`config.mk`:
```
export PLATFORM = sky130hd
export DESIGN_NAME = cruise_stalk_ctrl
export DESIGN_NICKNAME = d
export VERILOG_FILES = /design/src/rtl/cruise_stalk_ctrl_pkg.sv /design/src/rtl/cruise_stalk_ctrl_debounce.sv /design/src/rtl/cruise_stalk_ctrl.sv
export SDC_FILE = /design/constraint.sdc
export NUM_CORES = 1
export LEC_CHECK = 0
export ABC_AREA = 1
export CELL_PAD_IN_SITES_DETAIL_PLACEMENT = 2
export CELL_PAD_IN_SITES_GLOBAL_PLACEMENT = 2
export CORE_AREA = 2 2 156 158
export DETAILED_ROUTE_END_ITERATION = 8
export DIE_AREA = 0 0 158 160
export PLACE_DENSITY = 0.89
export SKIP_LAST_GASP = 1
export SYNTH_ARGS = -nofsm -noshare
export SYNTH_HDL_FRONTEND = slang
export SYNTH_SLANG_ARGS = --single-unit
```
`constraint.sdc`:
```
create_clock -name clock -period 1.7 [get_ports clock]
set_input_delay 0.255 -clock clock [delete_from_list [all_inputs] [get_ports clock]]
set_output_delay 0.255 -clock clock [all_outputs]
set_load 0.05 [all_outputs]
```
`src/rtl/cruise_stalk_ctrl_pkg.sv`:
```
// Shared definitions for the cruise-control stalk front end: command indices
// (index order is also arbitration priority), debouncer state encoding and
// the priority-pick helper used by the output arbiter.
package cruise_stalk_ctrl_pkg;

    localparam int NUM_CMDS = 6;

    // Lower index = higher priority.
    localparam int CMD_BRAKE  = 0;
    localparam int CMD_CANCEL = 1;
    localparam int CMD_SET    = 2;
    localparam int CMD_RESUME = 3;
    localparam int CMD_ACCEL  = 4;
    localparam int CMD_COAST  = 5;

    // Commands that a held brake pedal blocks; cancel and brake always pass.
    localparam logic [NUM_CMDS-1:0] BRAKE_BLOCKED = NUM_CMDS'(
        (1 << CMD_SET) | (1 << CMD_RESUME) | (1 << CMD_ACCEL) | (1 << CMD_COAST));

    typedef enum logic [1:0] {
        DB_IDLE      = 2'd0,
        DB_CHK_PRESS = 2'd1,
        DB_PRESSED   = 2'd2,
        DB_CHK_REL   = 2'd3
    } db_state_t;

    // One-hot grant of the highest-priority (lowest-index) request.
    function automatic logic [NUM_CMDS-1:0] pick_highest(input logic [NUM_CMDS-1:0] req);
        return req & ~(req - NUM_CMDS'(1));
    endfunction

endpackage

```
`src/rtl/cruise_stalk_ctrl_debounce.sv`:
```
// stalk_debounce: two-flop synchroniser plus debounce FSM for one switch.
// Emits a registered one-clock press event when a press is accepted, the
// debounced level (pressed until a release is confirmed) and a flag that is
// high only while the switch sits settled in the pressed state.
module stalk_debounce
    import cruise_stalk_ctrl_pkg::*;
#(
    parameter int DEBOUNCE_CYCLES = 20000,
    parameter int CNT_W           = 20
) (
    input  logic clock,
    input  logic reset_n,
    input  logic raw,
    output logic press,
    output logic level,
    output logic stable
);

    localparam logic [CNT_W-1:0] CNT_LAST = CNT_W'(DEBOUNCE_CYCLES - 1);

    logic [1:0]       sync_q;
    logic             s;
    db_state_t        state, state_nxt;
    logic [CNT_W-1:0] cnt, cnt_nxt;
    logic             press_nxt;

    // Bring the asynchronous switch into the clock domain.
    always_ff @(posedge clock or negedge reset_n) begin
        if (!reset_n) sync_q <= '0;
        else          sync_q <= {sync_q[0], raw};
    end

    assign s = sync_q[1];

    // State, counter and press-event registers.
    // NOTE: sequential blocks use non-blocking (<=) so every flop samples the
    // pre-edge values; blocking here would create order-dependent behaviour.
    always_ff @(posedge clock or negedge reset_n) begin
        if (!reset_n) begin
            state <= DB_IDLE;
            cnt   <= '0;
            press <= 1'b0;
        end else begin
            state <= state_nxt;
            cnt   <= cnt_nxt;
            press <= press_nxt;
        end
    end

    // Debounce next-state logic; the counter only ever climbs to CNT_LAST.
    always_comb begin
        // NOTE: every output of this block gets a default first, so no path
        // leaves a variable unassigned and no latch is inferred.
        state_nxt = state;
        cnt_nxt   = cnt;
        press_nxt = 1'b0;
        case (state)
            DB_IDLE: begin
                if (s) begin
                    state_nxt = DB_CHK_PRESS;
                    cnt_nxt   = CNT_W'(1);
                end
            end
            DB_CHK_PRESS: begin
                if (!s) begin
                    state_nxt = DB_IDLE;
                    cnt_nxt   = '0;
                end else if (cnt == CNT_LAST) begin
                    state_nxt = DB_PRESSED;
                    cnt_nxt   = '0;
                    press_nxt = 1'b1;
                end else begin
                    cnt_nxt = cnt + CNT_W'(1);
                end
            end
            DB_PRESSED: begin
                if (!s) begin
                    state_nxt = DB_CHK_REL;
                    cnt_nxt   = CNT_W'(1);
                end
            end
            DB_CHK_REL: begin
                if (s) begin
                    state_nxt = DB_PRESSED;
                    cnt_nxt   = '0;
                end else if (cnt == CNT_LAST) begin
                    state_nxt = DB_IDLE;
                    cnt_nxt   = '0;
                end else begin
                    cnt_nxt = cnt + CNT_W'(1);
                end
            end
            default: begin
                state_nxt = DB_IDLE;
                cnt_nxt   = '0;
            end
        endcase
    end

    assign level  = (state == DB_PRESSED) || (state == DB_CHK_REL);
    assign stable = (state == DB_PRESSED);

endmodule

```
`src/rtl/cruise_stalk_ctrl.sv`:
```
// cruise_stalk_ctrl: debounces the six stalk/brake inputs and issues at most
// one registered command pulse per clock in fixed priority
// brake > cancel > set > resume > accel > coast.
// Optional feature macro AUTO_REPEAT_EN: held accel/coast re-pulse after
// REPEAT_DELAY cycles and then every REPEAT_PERIOD cycles.
module cruise_stalk_ctrl
    import cruise_stalk_ctrl_pkg::*;
#(
    parameter int DEBOUNCE_CYCLES = 20000,
    parameter int REPEAT_DELAY    = 500000,
    parameter int REPEAT_PERIOD   = 250000,
    parameter int CNT_W           = 20
) (
    input  logic clock,
    input  logic reset_n,
    input  logic btn_set,
    input  logic btn_accel,
    input  logic btn_coast,
    input  logic btn_cancel,
    input  logic btn_resume,
    input  logic brake_sw,
    output logic set,
    output logic accel,
    output logic coast,
    output logic cancel,
    output logic resume,
    output logic brake,
    output logic brake_held
);

    logic [NUM_CMDS-1:0] raw, press, level, stable;
    logic [NUM_CMDS-1:0] rep_evt, req, cmd_q;
    logic [1:0]          rep_hit;   // [0] accel, [1] coast
    logic                unused_bits;

    assign raw[CMD_BRAKE]  = brake_sw;
    assign raw[CMD_CANCEL] = btn_cancel;
    assign raw[CMD_SET]    = btn_set;
    assign raw[CMD_RESUME] = btn_resume;
    assign raw[CMD_ACCEL]  = btn_accel;
    assign raw[CMD_COAST]  = btn_coast;

    for (genvar i = 0; i < NUM_CMDS; i++) begin : g_db
        stalk_debounce #(
            .DEBOUNCE_CYCLES(DEBOUNCE_CYCLES),
            .CNT_W          (CNT_W)
        ) u_db (
            .clock  (clock),
            .reset_n(reset_n),
            .raw    (raw[i]),
            .press  (press[i]),
            .level  (level[i]),
            .stable (stable[i])
        );
    end

`ifdef AUTO_REPEAT_EN
    localparam logic [CNT_W-1:0] DELAY_LAST  = CNT_W'(REPEAT_DELAY - 1);
    localparam logic [CNT_W-1:0] PERIOD_LAST = CNT_W'(REPEAT_PERIOD - 1);

    for (genvar r = 0; r < 2; r++) begin : g_rep
        localparam int CH = (r == 0) ? CMD_ACCEL : CMD_COAST;
        logic [CNT_W-1:0] rep_cnt;
        logic             rep_phase;   // 0: waiting for first repeat, 1: periodic
        logic             hit;

        // Repeat timer: runs only while settled in PRESSED, restarts otherwise.
        always_ff @(posedge clock or negedge reset_n) begin
            if (!reset_n) begin
                rep_cnt   <= '0;
                rep_phase <= 1'b0;
                hit       <= 1'b0;
            end else if (!stable[CH]) begin
                rep_cnt   <= '0;
                rep_phase <= 1'b0;
                hit       <= 1'b0;
            end else if (rep_cnt == (rep_phase ? PERIOD_LAST : DELAY_LAST)) begin
                rep_cnt   <= '0;
                rep_phase <= 1'b1;
                hit       <= 1'b1;
            end else begin
                rep_cnt <= rep_cnt + CNT_W'(1);
                hit     <= 1'b0;
            end
        end

        assign rep_hit[r] = hit;
    end
`else
    // Repeat timing is not built; keep the parameters referenced.
    localparam int unused_repeat_cfg = REPEAT_DELAY + REPEAT_PERIOD;
    assign rep_hit = '0;
`endif

    // Per-debouncer status bits that only some channels consume.
    assign unused_bits = ^{level, stable};

    // Request qualification: brake blocks driving commands, accel+coast cancel out.
    always_comb begin
        rep_evt            = '0;
        rep_evt[CMD_ACCEL] = rep_hit[0];
        rep_evt[CMD_COAST] = rep_hit[1];
        req = press | rep_evt;
        if (level[CMD_BRAKE]) req = req & ~BRAKE_BLOCKED;
        if (level[CMD_ACCEL] && level[CMD_COAST]) begin
            req[CMD_ACCEL] = 1'b0;
            req[CMD_COAST] = 1'b0;
        end
    end

    // Registered priority arbiter; losing requests are dropped.
    always_ff @(posedge clock or negedge reset_n) begin
        if (!reset_n) cmd_q <= '0;
        else          cmd_q <= pick_highest(req);
    end

    assign brake      = cmd_q[CMD_BRAKE];
    assign cancel     = cmd_q[CMD_CANCEL];
    assign set        = cmd_q[CMD_SET];
    assign resume     = cmd_q[CMD_RESUME];
    assign accel      = cmd_q[CMD_ACCEL];
    assign coast      = cmd_q[CMD_COAST];
    assign brake_held = level[CMD_BRAKE];

endmodule

```
==> impl_metrics.py <==
metrics = {
    "power": {
        "clock_power_share_pct": 36.3,
        "p_int_mw": 6.753,
        "power_mw": 10.45,
        "leakagePower_nw": 4.805,
        "p_sw_mw": 3.698,
        "p_sw_share_pct": 35.39,
        "seqPwrFrac_pct": 40.4,
        "vdd_drop_max_mv": 0.5761,
        "power_density_nw_per_um2": 981.4,
        "p_comb_share_pct": 23.3,
    },
    "critical_path": {
        "required_ns": 2.03,
        "cp-start-kind": "flip-flop",
        "cp_max_fo": 8,
        "max_stage_delay_ns": 0.41,
        "crit_type": "reg2reg",
        "crit_top_cell": "nor2_4",
        "crit_chain": "ha_1 > nand2_1 > nor2_4 > nand2_1 > nor2_4 > nor2_4 > buf_4 > nand3_1 > o21ai_1",
        "cp-end-kind": "flip-flop",
        "cp_slowest_cell": "dfrtp_1",
        "cp.arrival_ns": 2.09,
    },
    "timing": {
        "slew_headroom_pct": 69.56,
        "setup_violations": 20,
        "fin_ws_ns": -0.05758,
        "fin_crit_ns": 1.758,
        "final.setup.tns_ns": -0.5697,
        "finalHoldViolations": 0,
        "maxSlewViolCount": 0,
        "fin_crit_sh_pct": 103.4,
        "rsz0062_at_grt": "true",
        "worstMarginPinSlew_ns": 0.4533,
        "timing.fmax_mhz": 569.0,
        "finalClockSkew_ns": 0.01476,
    },
    "job": {
        "maxCapViolCount": 0,
    },
    "clock_tree": {
        "cts_max_level": 4,
        "numCtsBuffers": 17,
        "clock-sinks": 156,
        "cts_root_buf": "clkbuf_16",
        "clockBufferDepth": 2,
        "clkTransAtPathRegs_ns": 0.07,
        "clkLatencyLatePin_ns": 0.46,
        "cts_tree": "done",
    },
    "synth": {
        "synth_top_area_share_pct": 44.02,
        "yosysMostFrequentCell": "nand2_1",
        "synth_top_area_cell": "dfrtp_1",
        "synth-seq-area-share_pct": 44.02,
        "postSynthAreaPerCell_um2": 7.547,
        "async_flop_share_pct": 100.0,
        "synthCells": 1175,
        "synthTopCellsByCount": "nand2_1, dfrtp_1, inv_1",
        "yosysUniqueCellTypes": 41,
        "netlist_top_cells_area": "dfrtp_1, nand2_1, inv_1, nor2_1, nand3_1",
        "ys_dominant_reg_cell": "dfrtp_1",
        "synth-edff-count": 0,
        "synth_area_um2": 8867,
        "yosysWarnings": 0,
        "syn-num-nets": 1189,
        "ys_ff_latch": 156,
    },
    "place": {
        "port_buffers": 14,
        "dpl.hpwl_um": 21080,
        "post-place-ws_ns": -0.08574,
        "placed_area_um2": 9648,
        "routabilityCongestion": 0.8086,
    },
    "grt": {
        "grt_overflow_total": 0,
        "grt_pass1_vias": 9500,
        "antenna_found_initial": 0,
        "grt_max_degree": 63,
        "grt_first_pass_wirelength_um": 51340,
        "track_usage_pct": 26.04,
    },
    "route": {
        "vias": 8510,
        "ant_nets": 0,
        "post_drt_wl_per_cell_um": 21.06,
        "drt_iter0_markers": 389,
        "drc": 0,
        "avgViaCountPerCell": 5.352,
        "wirelength_um": 33490,
        "drtPass1Iterations": 4,
    },
    "outcome": {
        "status": "complete, but fails checks",
        "violations": "negative setup slack",
    },
    "die": {
        "die_area_um2": 25280,
        "io-pin-count": 15,
        "die_y_um": 160,
        "start_util_pct": 37.23,
        "rows": 57,
        "core_um2": 23820,
        "die_w_um": 158,
    },
    "min_path": {
        "hold_class": "in2reg",
    },
    "finish": {
        "area_growth_pct": 20.09,
        "layout-drive-gt1-share_pct": 19.91,
        "final_core_util_pct": 44.71,
        "antenna_cells": 0,
        "final_area_um2": 10650,
        "nets": 1267,
    },
}
worst paths after layout:
path | slack [ns] | depth (start not counted) | start | to
max | -0.06 | 9 | g_db[0].u_db.cnt[1]$_DFFE_PN0P_ | g_db[0].u_db.cnt[11]$_DFFE_PN0P_
min | 0.23 | 1 | btn_resume | g_db[3].u_db.sync_q[0]$_DFF_PN0_
max reg2reg | -0.06 | 9 | g_db[0].u_db.cnt[1]$_DFFE_PN0P_ | g_db[0].u_db.cnt[11]$_DFFE_PN0P_
min reg2reg | 0.35 | 0 | g_db[4].u_db.sync_q[0]$_DFF_PN0_ | g_db[4].u_db.sync_q[1]$_DFF_PN0_
max in group asynchronous | 0.80 | 3 | reset_n | g_db[2].u_db.cnt[1]$_DFFE_PN0P_
min in group asynchronous | 0.24 | 2 | reset_n | g_db[4].u_db.cnt[17]$_DFFE_PN0P_
power by group through the flow:
stage,logic [mW],clock network [mW],registers (mW)
3_5_place_dp,1.99,0,4.23
4_1_cts,2.18,3.86,4.18
5_1_grt,2.64,3.99,4.24
3_3_place_gp,1.88,0,4.20
2_1_floorplan,1.27,0,4.16
6_report,2.43,3.80,4.22
layer usage:
| layer | part of all wire (%) | track usage, % |
|---|---|---|
| met5 | 0 | 0 |
| met4 | 3.3 | 9.582 |
| met1 | 39 | 29.51 |
| met2 | 55 | 49.11 |
| met3 | 2.4 | 3.392 |
critical path, delay by kind of cell, from the launching register on:
family                   cells  cell delay, ns
buffers and inverters        1            0.18
adder cells (fa/ha/maj)      1            0.22
AND/OR/NAND/NOR              6            0.72
AO/OA/AOI/OAI                1            0.08
flip-flops                   1            0.41
state kept, by name, summed over array words and instances (netlist names), named ones only:
| name | flops |
|---|---|
| g_db.u_db.cnt | 120 |
| g_db.u_db.press | 6 |
| cmd_q | 6 |
| g_db.u_db.state | 6 |
| g_db.u_db.sync_q | 12 |
cells by family (layout without fill, tap and decap cells):
family,Yosys count,after routing,share of synthesized area [%]
DFF,156,156,44.02
adders and majority gates,6,6,0.8466
AOI/OAI and AO/OA,118,118,7.408
and+or+nand+nor,683,684,35.90
buffers and inverters,174,264,7.986
xor gates and xnor gates,38,38,3.838
metrics by stage:
stage                     cells  hold slack, ns
after global routing       1590          0.2295
final                      1590          0.2262
after global placement     1539          0.1376
after CTS                  1576          0.2126
after detailed placement   1539          0.1412
after floorplan            1175        -0.04059
final cells by class:
class / instances / area [um^2]
timing repair buffer: 75 / 625.6
inverter: 157 / 604.3
tap: 324 / 405.4
sequential: 156 / 3909
multi-input combinational: 846 / 4558
clock inverter: 11 / 96.34
fill: 2762 / 13170
clock buffer: 21 / 450.4
timing repair:
action                                  4_1_cts  5_1_grt
endpoints found under the setup margin       43       95
hold endpoints to repair                     31        0
pin swaps                                     3       13
gates resized for setup                      18       71
buffers inserted                              4       13
hold buffers                                  1        0
cloned                                        0        1
placed cells by master (no fill, tap or decap), drive strengths merged, types with 3 or more instances in the layout:
master / n
nand2: 328
nor2: 162
dfrtp: 156
inv: 156
nand3: 113
o21ai: 69
buf: 68
nand4: 37
xor2: 33
nor3: 31
a21oi: 24
clkbuf: 21
o22ai: 19
or2: 8
clkdlybuf4s50: 6
clkinv: 6
ha: 6
clkinvlp: 5
xnor2: 5
nor4: 3
o21bai: 3
Note: power is estimated with default switching activity, not from simulation.
